[config.mk]
export PLATFORM = sky130hd
export DESIGN_NAME = sync_fifo
export DESIGN_NICKNAME = d
export VERILOG_FILES = /design/src/rtl/sync_fifo_pkg.sv /design/src/rtl/fifo_wrap_ctr.sv /design/src/rtl/sync_fifo.sv
export SDC_FILE = /design/constraint.sdc
export NUM_CORES = 1
export LEC_CHECK = 0
export ABC_AREA = 1
export CAP_MARGIN = 0
export CORE_UTILIZATION = 55
export CTS_CLUSTER_DIAMETER = 30
export DETAILED_ROUTE_END_ITERATION = 6
export DONT_BUFFER_PORTS = 1
export MAX_ROUTING_LAYER = met4
export PLACE_DENSITY = 0.7
export SYNTH_ARGS = -nofsm -noshare
export SYNTH_HDL_FRONTEND = slang
export SYNTH_HIERARCHICAL = 1
export SYNTH_SLANG_ARGS = --single-unit
[constraint.sdc]
create_clock -name clk -period 3.3 [get_ports clk]
set_input_delay 0.66 -clock clk [delete_from_list [all_inputs] [get_ports clk]]
set_output_delay 0.66 -clock clk [all_outputs]
set_load 0.02 [all_outputs]
[src/rtl/sync_fifo_pkg.sv]
// Shared sizing helpers, pointer wrap function and read-mode encoding for sync_fifo.
package sync_fifo_pkg;

    typedef enum logic {
        RD_STD  = 1'b0,
        RD_FWFT = 1'b1
    } rd_mode_e;

    function automatic int PTR_W(input int size);
        return $clog2(size);
    endfunction

    function automatic int LVL_W(input int size);
        return $clog2(size + 1);
    endfunction

    // Explicit modulo-size increment so non-power-of-two depths wrap correctly.
    function automatic int unsigned next_ptr(input int unsigned ptr, input int unsigned size);
        return (ptr == size - 32'd1) ? 32'd0 : ptr + 32'd1;
    endfunction

endpackage

[src/rtl/fifo_wrap_ctr.sv]
// Modulo-SIZE pointer register; advances by one on inc and wraps SIZE-1 -> 0.
module fifo_wrap_ctr
    import sync_fifo_pkg::*;
#(
    parameter int SIZE = 16
) (
    input  logic                      clk,
    input  logic                      rst,
    input  logic                      inc,
    output logic [PTR_W(SIZE)-1:0]    ptr
);

    localparam int PW = PTR_W(SIZE);

    logic [PW-1:0] r_ptr;

    always_ff @(posedge clk) begin
        if (rst) begin
            r_ptr <= '0;
        end else if (inc) begin
            r_ptr <= PW'(next_ptr(32'(r_ptr), SIZE));
        end
    end

    assign ptr = r_ptr;

endmodule

[src/rtl/sync_fifo.sv]
// Single-clock FIFO with arbitrary depth, exact fill level, programmable thresholds,
// optional first-word-fall-through reads and registered overflow/underflow pulses.
module sync_fifo
    import sync_fifo_pkg::*;
#(
    parameter int BITS      = 32,
    parameter int SIZE      = 16,
    parameter int FWFT      = 0,
    parameter int AF_THRESH = SIZE - 2,
    parameter int AE_THRESH = 1
) (
    input  logic                      clk,
    input  logic                      rst,
    input  logic                      wr_en,
    input  logic [BITS-1:0]           wr_data,
    output logic                      wr_full,
    output logic                      wr_almost_full,
    input  logic                      rd_en,
    output logic [BITS-1:0]           rd_data,
    output logic                      rd_empty,
    output logic                      rd_almost_empty,
    output logic [LVL_W(SIZE)-1:0]    level,
    output logic                      overflow,
    output logic                      underflow
);

    localparam int PW = PTR_W(SIZE);
    localparam int LW = LVL_W(SIZE);

    if (SIZE < 2) begin : g_chk_size
        $error("sync_fifo: SIZE must be >= 2");
    end
    if (AF_THRESH < 1 || AF_THRESH > SIZE) begin : g_chk_af
        $error("sync_fifo: AF_THRESH must be in 1..SIZE");
    end
    if (AE_THRESH < 0 || AE_THRESH >= SIZE) begin : g_chk_ae
        $error("sync_fifo: AE_THRESH must be in 0..SIZE-1");
    end
    if (FWFT != int'(RD_STD) && FWFT != int'(RD_FWFT)) begin : g_chk_fwft
        $error("sync_fifo: FWFT must be 0 or 1");
    end

    logic [BITS-1:0] r_mem [SIZE];
    logic [LW-1:0]   r_level;
    logic            r_overflow;
    logic            r_underflow;
    logic [PW-1:0]   w_wr_ptr;
    logic [PW-1:0]   w_rd_ptr;
    logic            w_wr_acc;
    logic            w_rd_acc;

    // Accepts use the registered flags, so a full write or empty read is dropped
    // regardless of what the other side does in the same cycle.
    assign w_wr_acc = wr_en & ~wr_full;
    assign w_rd_acc = rd_en & ~rd_empty;

    fifo_wrap_ctr #(.SIZE(SIZE)) u_wr_ptr (
        .clk (clk),
        .rst (rst),
        .inc (w_wr_acc),
        .ptr (w_wr_ptr)
    );

    fifo_wrap_ctr #(.SIZE(SIZE)) u_rd_ptr (
        .clk (clk),
        .rst (rst),
        .inc (w_rd_acc),
        .ptr (w_rd_ptr)
    );

    always_ff @(posedge clk) begin
        if (w_wr_acc) begin
            r_mem[w_wr_ptr] <= wr_data;
        end
    end

    always_ff @(posedge clk) begin
        if (rst) begin
            r_level     <= '0;
            r_overflow  <= 1'b0;
            r_underflow <= 1'b0;
        end else begin
            if (w_wr_acc && !w_rd_acc) begin
                r_level <= r_level + LW'(1);
            end else if (!w_wr_acc && w_rd_acc) begin
                r_level <= r_level - LW'(1);
            end
            r_overflow  <= wr_en & wr_full;
            r_underflow <= rd_en & rd_empty;
        end
    end

    assign level           = r_level;
    assign wr_full         = (r_level == LW'(SIZE));
    assign rd_empty        = (r_level == '0);
    assign wr_almost_full  = (r_level >= LW'(AF_THRESH));
    assign rd_almost_empty = (r_level <= LW'(AE_THRESH));
    assign overflow        = r_overflow;
    assign underflow       = r_underflow;

    if (FWFT == int'(RD_FWFT)) begin : g_fwft
        assign rd_data = r_mem[w_rd_ptr];
    end else begin : g_std
        logic [BITS-1:0] r_rd_data;

        always_ff @(posedge clk) begin
            if (rst) begin
                r_rd_data <= '0;
            end else if (w_rd_acc) begin
                r_rd_data <= r_mem[w_rd_ptr];
            end
        end

        assign rd_data = r_rd_data;
    end

endmodule

# After elaboration in Yosys (flattened, before gate mapping)
# Memories as Yosys holds them, arrays and structs flattened. A register that Yosys moved wholly into a read port is not among the register bits.
# Cells that the tools add are included.
dict set report totals {
  ramBits 512
  latch_bits 0
  rom_bits 0
  n_memories 1
  reg_bits 15
}
dict set report classes {
  mux 6
  order_cmp 2
  n_eq_ne 3
  bitwise_logic 6
  n_reduce_logical 6
  shifts 0
  n_addsub 4
  n_div 0
  n_mul 0
}
# name words width rd rd_ports_with_merged_regs wr line_no
set mem_list {}
lappend mem_list {r_mem 16 32 1 1 1 sync_fifo.sv:43} ;# logic [BITS-1:0] r_mem [SIZE];
# op count
set op_table {}
lappend op_table {{5-bit 2-to-1 mux} 2}
lappend op_table {{4-bit by 1-bit adder with 4-bit output, second input constant} 2}
lappend op_table {{4-bit == test, second input constant} 2}
lappend op_table {{4-bit 2-to-1 mux} 2}
lappend op_table {{5-bit by 1-bit adder with 5-bit output, second input constant} 1}
lappend op_table {{5-bit == test, second input constant} 1}
lappend op_table {{5-bit by 4-bit >= comparator with 1-bit output, second input constant} 1}
lappend op_table {{5-bit by 1-bit less-or-equal comparator with 1-bit output, second input constant} 1}
lappend op_table {{5-bit logical NOT} 1}
lappend op_table {{5-bit by 1-bit subtractor with 5-bit output, second input constant} 1}
lappend op_table {{1-bit AND} 4}
lappend op_table {{1-bit logical AND} 2}
lappend op_table {{1-bit logical NOT} 2}
lappend op_table {{1-bit 2-to-1 mux} 2}
lappend op_table {{1-bit inverter} 2}
lappend op_table {{2-bit nonzero test} 1}

# Longest topological paths before layout
dict set report logic_depth {
  word_depth 7
  depth_mapped 13
  ltp_nobuf 12
}

# By module
# The synthesis kept the hierarchy.
# mod instances cells_each area_each_um2
set modules_own_cells {}
lappend modules_own_cells {sync_fifo 1 2256 23420.0}
lappend modules_own_cells {fifo_wrap_ctr 2 29 195.2}

# Worst setup path after synthesis
# OpenSTA, ideal clock, no wires.
dict set report synth_timing {
  kind {reg-to-reg}
  startpoint {register r_level[0], in the netlist level[0]}
  endpoint {memory r_mem[0][0], enable pin}
  t_arrival_ns 2.801
  t_required_ns 2.879
  setup_ns 0.421
  stages_incl_launch_ff 8
  setup_slack_ns 0.078
  path_buffers 0
  cell_sequence {dfxtp_1 > inv_1 > ha_1 > nand3_1 > nand2_1 > inv_1 > nand3_1 > nor2_1}
}
dict set report synth_between {
  elab_chain_len 5
}
# element line_no
set synth_lines {}
lappend synth_lines {{start, declared} sync_fifo.sv:44} ;# logic [LW-1:0] r_level;
lappend synth_lines {{start signal, assigned} sync_fifo.sv:84} ;# r_level <= r_level + LW'(1);
lappend synth_lines {{start signal, assigned} sync_fifo.sv:86} ;# r_level <= r_level - LW'(1);
lappend synth_lines {{5-bit == test} sync_fifo.sv:94} ;# assign wr_full = (r_level == LW'(SIZE));
lappend synth_lines {{1-bit inverter} sync_fifo.sv:54} ;# assign w_wr_acc = wr_en & ~wr_full;
lappend synth_lines {{1-bit AND} sync_fifo.sv:54}
lappend synth_lines {{net w_wr_acc} sync_fifo.sv:49} ;# logic w_wr_acc;
lappend synth_lines {{1-bit 2-to-1 mux} sync_fifo.sv:72} ;# if (w_wr_acc) begin
lappend synth_lines {{1-bit 2-to-1 mux (implied by the code)} sync_fifo.sv:73} ;# r_mem[w_wr_ptr] <= wr_data;
lappend synth_lines {{end, declared} sync_fifo.sv:43}
# The timed path passes the listed nets, and every way through them passes these cells.

# Final worst setup path
dict set report layout_timing {
  startpoint {register r_level[0], in the netlist level[0]}
  endpoint {memory r_mem[5][6], enable pin}
}
# Same word-level chain as after synthesis.

==> results.json <==
{
  "synth_edf_count": 512,
  "wl_um": 58700,
  "drtPass1Iterations": 5,
  "dr.first_iter.drc_count": 1798,
  "syn-instance-count": 2314,
  "finalCritPeriodShare": 0.859,
  "via_count": 16200,
  "ctsResizeCount": 0,
  "crit_path_start_kind": "flip-flop",
  "tns_ns": 0,
  "async_flop_share": 0,
  "synthTopCellsByCount": "nand2_1 (827), edfxtp_1 (512), nand3_1 (363)",
  "yosys_register_bits": 559,
  "grtUsageTotal": 0.280,
  "synthFlopType": "edfxtp_1",
  "cts_tree": "done",
  "power_density_mw_per_mm2": 879,
  "die_y_um": 210,
  "synth.most_common_cell": "nand2_1",
  "status": "finished clean",
  "stdcell_count": 3026,
  "cts_inserted_buffers": 109,
  "timing.final.max_slew_violations": 0,
  "crit_path_end": "r_mem[5][6]",
  "dp_hpwl_um": 31700,
  "coreArea_mm2": 0.0423,
  "clock_latency_ns": 0.65,
  "synth_top_area_share": 0.646,
  "criticalPathCategory": "reg2reg",
  "wl_per_cell_um": 19.4,
  "hold_buffers": 0,
  "hold_viol_final": 0,
  "drive_gt1_frac": 0.106,
  "synth.avg_cell_area_um2": 10.3,
  "initial_core_util": 0.563,
  "cp_data_required_time_ns": 3.56,
  "ios": 79,
  "syn_area_mm2": 0.0238,
  "end_kind": "flip-flop",
  "regArea_mm2": 0.0163,
  "fill_cells": 2994,
  "port_buffers": 0,
  "netlist_top_cells_area": "edfxtp_1 (65%), nand2_1 (13%), nand3_1 (7.6%)",
  "grt_pass1_wl_um": 90700,
  "antenna_found_initial": 0,
  "num_antenna_cells": 0,
  "post_cts_buffers": 0,
  "min_period_ns": 2.84,
  "timing.fmax_mhz": 353,
  "grt_max_degree": 185,
  "synth_nets": 2358,
  "clock_sinks": 559,
  "synth_cell_types": 25,
  "rsz0062_at_grt": "no",
  "clkTransAtPathRegs_ns": 0.05,
  "viasPerCell": 5.34,
  "num_rows": 75,
  "ff2ff_setup_slack_ns": 0.46,
  "peakVddDrop_mv": 0.548,
  "die_area_mm2": 0.0441,
  "slew_headroom": 0.364,
  "yosys_warnings": 6,
  "cts_root_buf": "clkbuf_16",
  "r2r_cells": 8,
  "leakagePower_nw": 11.9,
  "cts_buffer_depth": 3,
  "worstSetupStartpoint": "level[0]",
  "cts_htree_levels": 3,
  "worstPathMaxFanout": 32,
  "dp_cells": 2818,
  "seq_area_frac_synth": 0.685,
  "antenna_left": 0,
  "synth_top_cell_by_area": "edfxtp_1",
  "arrival_ns": 3.09,
  "maxCapViolations": 0,
  "fin_skew_ns": 0.0380,
  "r2r-start": "level[0]",
  "grt_pass1_vias": 16100,
  "grt_overflow": 0,
  "setup_viol": 0,
  "syn_to_final_growth_pct": 18.8,
  "regToRegEndpoint": "r_mem[5][6]",
  "drcViolationCount": 0,
  "worst_pin_slew_ns": 0.954,
  "fp.dieW_um": 210,
  "place_congestion": 0.884,
  "min_path_type": "in2reg",
  "fin_nets": 2396,
  "multi_input_area_mm2": 0.00567
}
[kinds of logic (layout without fill, tap and decap cells)]
kind of cell,Yosys count,count (layout),synth area share
flip-flops,559,559,0.685
buffers and inverters,434,569,0.0818
AO/OA/AOI/OAI,21,21,0.00462
AND/OR/NAND/NOR,1291,1291,0.224
adder cells (fa/ha/maj),8,8,0.00420
XOR/XNOR,1,1,0.000368
[cells in the final DEF (no fill, tap or decap)]
cell / instances
ha_1: 8
clkbuf_16: 110
clkinvlp_4: 12
a21oi_1: 12
dfxtp_2: 2
nor2_4: 16
edfxtp_1: 512
inv_4: 1
buf_12: 11
clkbuf_1: 17
dfxtp_4: 2
dfxtp_1: 43
xnor2_1: 1
o211ai_1: 2
clkinv_8: 2
inv_1: 311
nand2_1: 827
nand2_2: 3
clkinv_1: 9
inv_16: 1
clkinv_4: 9
clkbuf_8: 5
nand3_2: 1
nor2_2: 3
clkinv_2: 18
nand4_1: 2
inv_6: 8
nor4_1: 1
buf_4: 32
bufinv_16: 20
nand3_1: 363
o21ai_0: 7
nor2_1: 75
inv_2: 2
clkinv_16: 1
[worst min-delay path by stage]
stage / startpoint / end / cells after the start / slack (ns)
after floorplan: u_rd_ptr/ptr[2] / u_rd_ptr/ptr[2] / 2 / 0.52
after global placement: u_wr_ptr/ptr[2] / u_wr_ptr/ptr[2] / 2 / 0.61
after detailed placement: u_wr_ptr/ptr[0] / u_wr_ptr/ptr[0] / 2 / 0.63
after CTS: wr_data[30] / r_mem[12][30] / 0 / 0.08
after global routing: wr_data[18] / r_mem[13][18] / 0 / 0.08
final: wr_data[20] / r_mem[5][20] / 0 / 0.10
[report_power, final]
group          switching (mW)  leakage, nW  internal [mW]  total (mW)
Sequential              0.519         5.01           8.16        8.68
Combinational            3.26         5.03           1.36        4.63
Clock                    3.74         1.88           7.81        11.5
[sequential cells by signal (all words and copies together), names as in the netlist]
signal        count
u_wr_ptr/ptr      4
u_rd_ptr/ptr      4
level             5
rd_data          32
overflow          1
underflow         1
r_mem           512
[per-layer routing]
metal	track usage	wire [um]
met1	0.350	23500
met5	-	0
met3	0.0489	4580
met4	0.118	1710
met2	0.455	29000
[critical path: stages (launching register included)]
cell     delay, ns
dfxtp_1       0.51
inv_1         0.21
ha_1          0.28
nand3_1       0.14
nand2_1       0.07
inv_1         0.19
nand3_1       0.36
nor2_4        0.17
buf_4         0.52
[per-stage QoR]
stage          setup slack, ns  utilization  power [mW]  cell area (um2)  hold WS [ns]
2_1_floorplan           0.0777            -        12.3            23800         0.516
3_3_place_gp             0.596        0.576        13.3            24400         0.610
3_5_place_dp             0.477        0.576        13.4            24400         0.629
4_1_cts                  0.473        0.668        24.9            28300        0.0823
5_1_grt                  0.333        0.668        25.9            28300        0.0846
6_report                 0.465        0.668        24.9            28300         0.103
[cell type report]
type                    count  area share
multi-input cells        1321       0.200
clock inverters            76      0.0362
flip-flops and latches    559       0.577
well taps                 577      0.0255
repair buffers             43      0.0163
inverters                 318      0.0425
clock buffers             132       0.102
No activity file was read; power rests on OpenSTA's default activity.
